$ cat src/rtl/adder_pipe.sv
// Pipelined WIDTH-bit add/subtract, one CH-bit chunk per stage, valid/ready on both sides.
// Optional ADDER_SAT_EN: saturate the result to signed max/min on overflow.
module adder_pipe #(
  parameter int unsigned WIDTH  = 32,
  parameter int unsigned STAGES = 4
) (
  input  logic             i_clk,
  input  logic             i_reset,
  input  logic             i_valid,
  output logic             o_ready,
  input  logic [WIDTH-1:0] i_adder_a,
  input  logic [WIDTH-1:0] i_adder_b,
  input  logic             i_sub,
  output logic             o_valid,
  input  logic             i_ready,
  output logic [WIDTH-1:0] o_adder,
  output logic             o_carry,
  output logic             o_overflow
);

  localparam int unsigned CH   = WIDTH / STAGES;
  localparam int unsigned LAST = STAGES - 1;

  logic [STAGES-1:0] valid_q, valid_d;
  logic [STAGES-1:0] carry_q, carry_d;
  logic [STAGES-1:0] sa_q, sa_d;
  logic [STAGES-1:0] sb_q, sb_d;
  logic [WIDTH-1:0]  res_q [STAGES];
  logic [WIDTH-1:0]  res_d [STAGES];
  // Pending operand bits are kept right-justified: the next chunk is always [CH-1:0].
  logic [WIDTH-1:0]  a_q [STAGES];
  logic [WIDTH-1:0]  a_d [STAGES];
  logic [WIDTH-1:0]  b_q [STAGES];
  logic [WIDTH-1:0]  b_d [STAGES];
  logic [CH:0]       sum [STAGES];
  logic [WIDTH-1:0]  b_in;
  logic              adv;
  logic              ovf;

  always_comb begin
    adv    = !valid_q[LAST] || i_ready;
    b_in   = i_sub ? ~i_adder_b : i_adder_b;
    sum[0] = {1'b0, i_adder_a[CH-1:0]} + {1'b0, b_in[CH-1:0]} + {{CH{1'b0}}, i_sub};
    for (int unsigned k = 1; k < STAGES; k++) begin
      sum[k] = {1'b0, a_q[k-1][CH-1:0]} + {1'b0, b_q[k-1][CH-1:0]}
             + {{CH{1'b0}}, carry_q[k-1]};
    end
  end

  always_comb begin
    valid_d = valid_q;
    carry_d = carry_q;
    sa_d    = sa_q;
    sb_d    = sb_q;
    for (int unsigned k = 0; k < STAGES; k++) begin
      res_d[k] = res_q[k];
      a_d[k]   = a_q[k];
      b_d[k]   = b_q[k];
    end
    if (adv) begin
      valid_d[0]          = i_valid;
      res_d[0]            = '0;
      res_d[0][CH-1:0]    = sum[0][CH-1:0];
      carry_d[0]          = sum[0][CH];
      a_d[0]              = i_adder_a >> CH;
      b_d[0]              = b_in >> CH;
      sa_d[0]             = i_adder_a[WIDTH-1];
      sb_d[0]             = b_in[WIDTH-1];
      for (int unsigned k = 1; k < STAGES; k++) begin
        valid_d[k]          = valid_q[k-1];
        res_d[k]            = res_q[k-1];
        res_d[k][k*CH +: CH] = sum[k][CH-1:0];
        carry_d[k]          = sum[k][CH];
        a_d[k]              = a_q[k-1] >> CH;
        b_d[k]              = b_q[k-1] >> CH;
        sa_d[k]             = sa_q[k-1];
        sb_d[k]             = sb_q[k-1];
      end
    end
  end

  always_ff @(posedge i_clk) begin
    if (i_reset) begin
      valid_q <= '0;
      carry_q <= '0;
      sa_q    <= '0;
      sb_q    <= '0;
      for (int unsigned k = 0; k < STAGES; k++) begin
        res_q[k] <= '0;
        a_q[k]   <= '0;
        b_q[k]   <= '0;
      end
    end else begin
      valid_q <= valid_d;
      carry_q <= carry_d;
      sa_q    <= sa_d;
      sb_q    <= sb_d;
      for (int unsigned k = 0; k < STAGES; k++) begin
        res_q[k] <= res_d[k];
        a_q[k]   <= a_d[k];
        b_q[k]   <= b_d[k];
      end
    end
  end

  always_comb begin
    o_ready    = adv;
    o_valid    = valid_q[LAST];
    o_carry    = carry_q[LAST];
    ovf        = (sa_q[LAST] == sb_q[LAST]) && (res_q[LAST][WIDTH-1] != sa_q[LAST]);
    o_overflow = ovf;
`ifdef ADDER_SAT_EN
    o_adder    = ovf ? {sa_q[LAST], {(WIDTH-1){~sa_q[LAST]}}} : res_q[LAST];
`else
    o_adder    = res_q[LAST];
`endif
  end

endmodule

$ cat config.mk
export PLATFORM = sky130hd
export DESIGN_NAME = adder_pipe
export DESIGN_NICKNAME = d
export VERILOG_FILES = /design/src/rtl/adder_pipe.sv
export SDC_FILE = /design/constraint.sdc
export NUM_CORES = 1
export LEC_CHECK = 0
export BUFFER_PORTS_ARGS = -buffer_cell sky130_fd_sc_hd__buf_2
export CORE_UTILIZATION = 61
export DETAILED_ROUTE_END_ITERATION = 8
export PLACE_DENSITY = 0.83
export SLEW_MARGIN = 20
export SYNTH_ARGS = -nofsm -noshare
export SYNTH_HDL_FRONTEND = slang
export SYNTH_SLANG_ARGS = --single-unit
$ cat constraint.sdc
create_clock -name i_clk -period 4.9 [get_ports i_clk]
set_input_delay 1.225 -clock i_clk [delete_from_list [all_inputs] [get_ports i_clk]]
set_output_delay 1.225 -clock i_clk [all_outputs]
set_load 0.05 [all_outputs]
==> metrics.md <==
| Metric | Value |
|---|---|
| Status | `finished clean` |
| Min Tclk post-route | `3.49 ns` |
| Post-place setup slack | `about 1.5 ns` |
| Final Cycle Share | `0.711` |
| Most numerous cell on the critical path | `buf_2` |
| Routability cong. | `0.849` |
| Cell Area, Synth | `8350 um2` |
| Max cap viols | `0` |
| Top delay family on crit path | `buffers and inverters` |
| Via count | `6,765` |
| H-tree levels | `4` |
| Fill count | `1,126` |
| Post-synth EDFFs | `0` |
| Post-Synth Adder-Cell Area | `0.0587` |
| Clock sinks | `186` |
| Skew final | `0.00713 ns` |
| Die W | `roughly 120 um` |
| WP data required | `between 3 and 4 ns` |
| First-pass GRT wire length | `between 20 and 30 mm` |
| Setup slack after layout | `1.41 ns` |
| Drc violations | `0` |
| Worst r2r path cells | `6` |
| Post-Synth XOR/XNOR Area | `0.0398` |
| Die area | `14,200 um2` |
| Slew Limit Fails | `0` |
| VDD IR max | `between 0.2 and 0.3 mV` |
| CTS resizes | `0` |
| Layout Utilization | `0.691` |
| CP bufs+invs | `3` |
| IO buf count | `104` |
| CTS tree | `built` |
| Total CTS buffers | `17` |
| Cell Int Power | `2670 uW` |
| Layout Nets | `1,146` |
| WHS Path Cells | `2` |
| Clock power share | `0.412` |
| R2r startpoint | `carry_q[0]` |
| Fraction of registers with async set/reset | `0` |
| Reg-to-reg critical path endpoint | `res_q[0][46]` |
| GRT Total Usage | `0.238` |
| Initial Util | `0.628` |
| Synthesized flop and latch total | `between 150 and 200` |
| WHS Endpoint | `res_q[0][113]` |
| GR Overflow Total | `0` |
| Synth Area in Simple Gates | `0.186` |
| P&R area growth vs syn | `9.96%` |
| Die span in y | `~120 um` |
| Layout cells sized above 1 | `0.147` |
| Cell Rows | `42` |
| Detailed router's first-iteration violation count | `around 700` |
| Hold Buf Count CTS | `0` |
| Mapped Cells | `1,015` |
| Synth area leaders | `dfxtp_1 (45%), nand2_1 (12%), a21oi_1 (9.0%)` |
| Clock root cell | `clkbuf_16` |
| Final WL | `16.4 mm` |
| Io pins | `105` |
| Core area | `approximately 13,000 um2` |
| Synth Area in Compound Gates | `0.190` |
| Largest area contributor in the netlist | `dfxtp_1` |
| Sw frac | `0.244` |
| CTS Buffer Depth | `2` |
| Yosys top cell area share | `0.446` |
| Seq pwr share | `0.473` |
| RSZ-0062 raised after global routing | `false` |
| Synth cell types | `between 50 and 60` |
| P per Cell Area | `384 nW/um2` |
| Worst-margin pin slew | `about 0.90 ns` |
| R2r setup slk | `2.50 ns` |
| TNS Setup | `0 ns` |
| # diodes | `0` |
| Maximum clock frequency | `between 200 and 300 MHz` |
| Worst-path fanout max | `between 80 and 90` |
| CP max stage delay | `0.41 ns` |
| Setup Viol. Count Final | `0` |
| Leakage | `approximately 0.0038 uW` |
| Slowest cell on crit path | `inv_6` |
| Final non-filler cell total | `1,231` |
| Initial antenna violation count | `0` |
| Final Hold Viols | `0` |
| Vias in the first global route | `6,192` |
| Comb pwr share | `0.114` |
| Critical path type | `input pin to output pin` |
| Drt wl/cell | `13.3 um` |
| Post-DP HPWL | `slightly above 10 mm` |
| Largest family of logic cells by synthesized area | `compound AO/OA/AOI/OAI gates` |
| HP Start | `res_q[0][113]` |
| Post-synth top cells | `nand2_1 (270), dfxtp_1 (186), a21oi_1 (151)` |
| Yosys warnings | `0` |
| CP arrival | `2.26 ns` |
| Clock transition at the registers of the reported paths | `0.06 ns` |
| Clk Latency, worst-skew pair | `0.43 ns` |
| Worst setup EP type | `output pin` |
| Remaining antenna violation count | `0` |
| Mean Syn Cell Area | `roughly 8.2 um2` |
| Synth Net Count | `1,119` |
| Worst setup SP type | `input pin` |
| Critical path cell sequence | `buf_2 > nor2b_4 > inv_6 > buf_2` |
| Vias per cell | `5.50` |
| Mux share of post-synthesis cell area | `0.00120` |
| Largest net degree at the start of global routing | `122` |
| Net Sw Power | `between 800 and 900 uW` |
| DP Cell Count | `1,199` |
| Sequential share of the synthesized area | `0.446` |
| 1st-pass router iterations | `5` |
| Slew headroom | `0.399` |
| Most used DFF post-synth | `dfxtp_1` |
| Post-CTS setup buffers | `0` |
| Most frequent cell after synthesis | `nand2_1` |
| Hold WC Path Type | `flip-flop to flip-flop` |
## cells by family after synthesis
| kind of cell | count (synthesis) |
|---|---|
| muxes | 1 |
| AOI/OAI and AO/OA | 263 |
| adders and majority gates | 35 |
| xor gates and xnor gates | 38 |
| DFF | 186 |
| and+or+nand+nor | 377 |
| buffers and inverters | 115 |
## layout by cell type (no fill, tap or decap), types with 7 or more instances in the layout
cell       count
nand2_1      270
dfxtp_1      186
a21oi_1      151
buf_2        103
nor2_1        43
a211oi_1      33
xnor2_1       28
ha_1          28
o21ai_0       22
nand3_1       20
clkbuf_16     17
nor3_1        16
inv_1         13
xor2_1        10
o211ai_1       8
fa_1           7
## per-stage QoR
step	power (uW)	cell area (um2)	hold WS [ns]
floorplan	2010	8350	0.432
global placement	2090	8540	0.436
detailed placement	2100	8540	0.441
CTS	3550	9180	0.450
global route	3660	9190	0.465
finish	3530	9190	0.447
## power groups by stage
stage	Sequential [uW]	Clock [uW]	Combinational, uW
2_1_floorplan	1690	0	327
3_3_place_gp	1700	0	391
3_5_place_dp	1700	0	399
4_1_cts	1670	1480	404
5_1_grt	1680	1530	449
6_report	1670	1460	404
## worst reg2reg max path: stages, from the launching register on
cell      delay (ns)
dfxtp_1         0.34
fa_1            0.49
fa_1            0.46
a211oi_2        0.32
o21ai_0         0.17
and3_1          0.19
a311o_1         0.31
## area by class of cell
cell class | count | area [um2] | share of cell area
Multi-Input combinational cell | 714 | 3980 | 0.433
Sequential cell | 186 | 3720 | 0.405
Timing Repair Buffer | 109 | 568 | 0.0618
Clock buffer | 21 | 470 | 0.0512
Tap cell | 176 | 220 | 0.0240
Clock inverter | 11 | 168 | 0.0183
Inverter | 14 | 57.6 | 0.00627
## metal layers
metal | global-route usage | routed length, um | vias to the layer above
met3 | 0.0479 | 675 | 26
met1 | 0.293 | 7710 | 3079
met4 | 0.103 | 376 | 0
met2 | 0.402 | 7590 | 172
li1 | - | - | 3488
met5 | 0 | 0 | -
## flip-flops by register name (all words and copies together), names as in the netlist
| register | cells |
|---|---|
| sb_q | 4 |
| carry_q | 4 |
| a_q | 45 |
| valid_q | 4 |
| res_q | 80 |
| b_q | 45 |
| sa_q | 4 |
## how the worst max path moves through the flow
| stage | from | end | slack [ns] | cells after the start |
|---|---|---|---|---|
| after floorplan | i_ready | o_ready | 1.76 | 5 |
| after global placement | i_ready | o_ready | 1.45 | 4 |
| after detailed placement | i_ready | o_ready | 1.46 | 4 |
| after CTS | i_ready | o_ready | 1.46 | 4 |
| after global routing | i_ready | o_ready | 1.39 | 4 |
| final | i_ready | o_ready | 1.41 | 4 |
No activity file was read; power rests on OpenSTA's default activity.
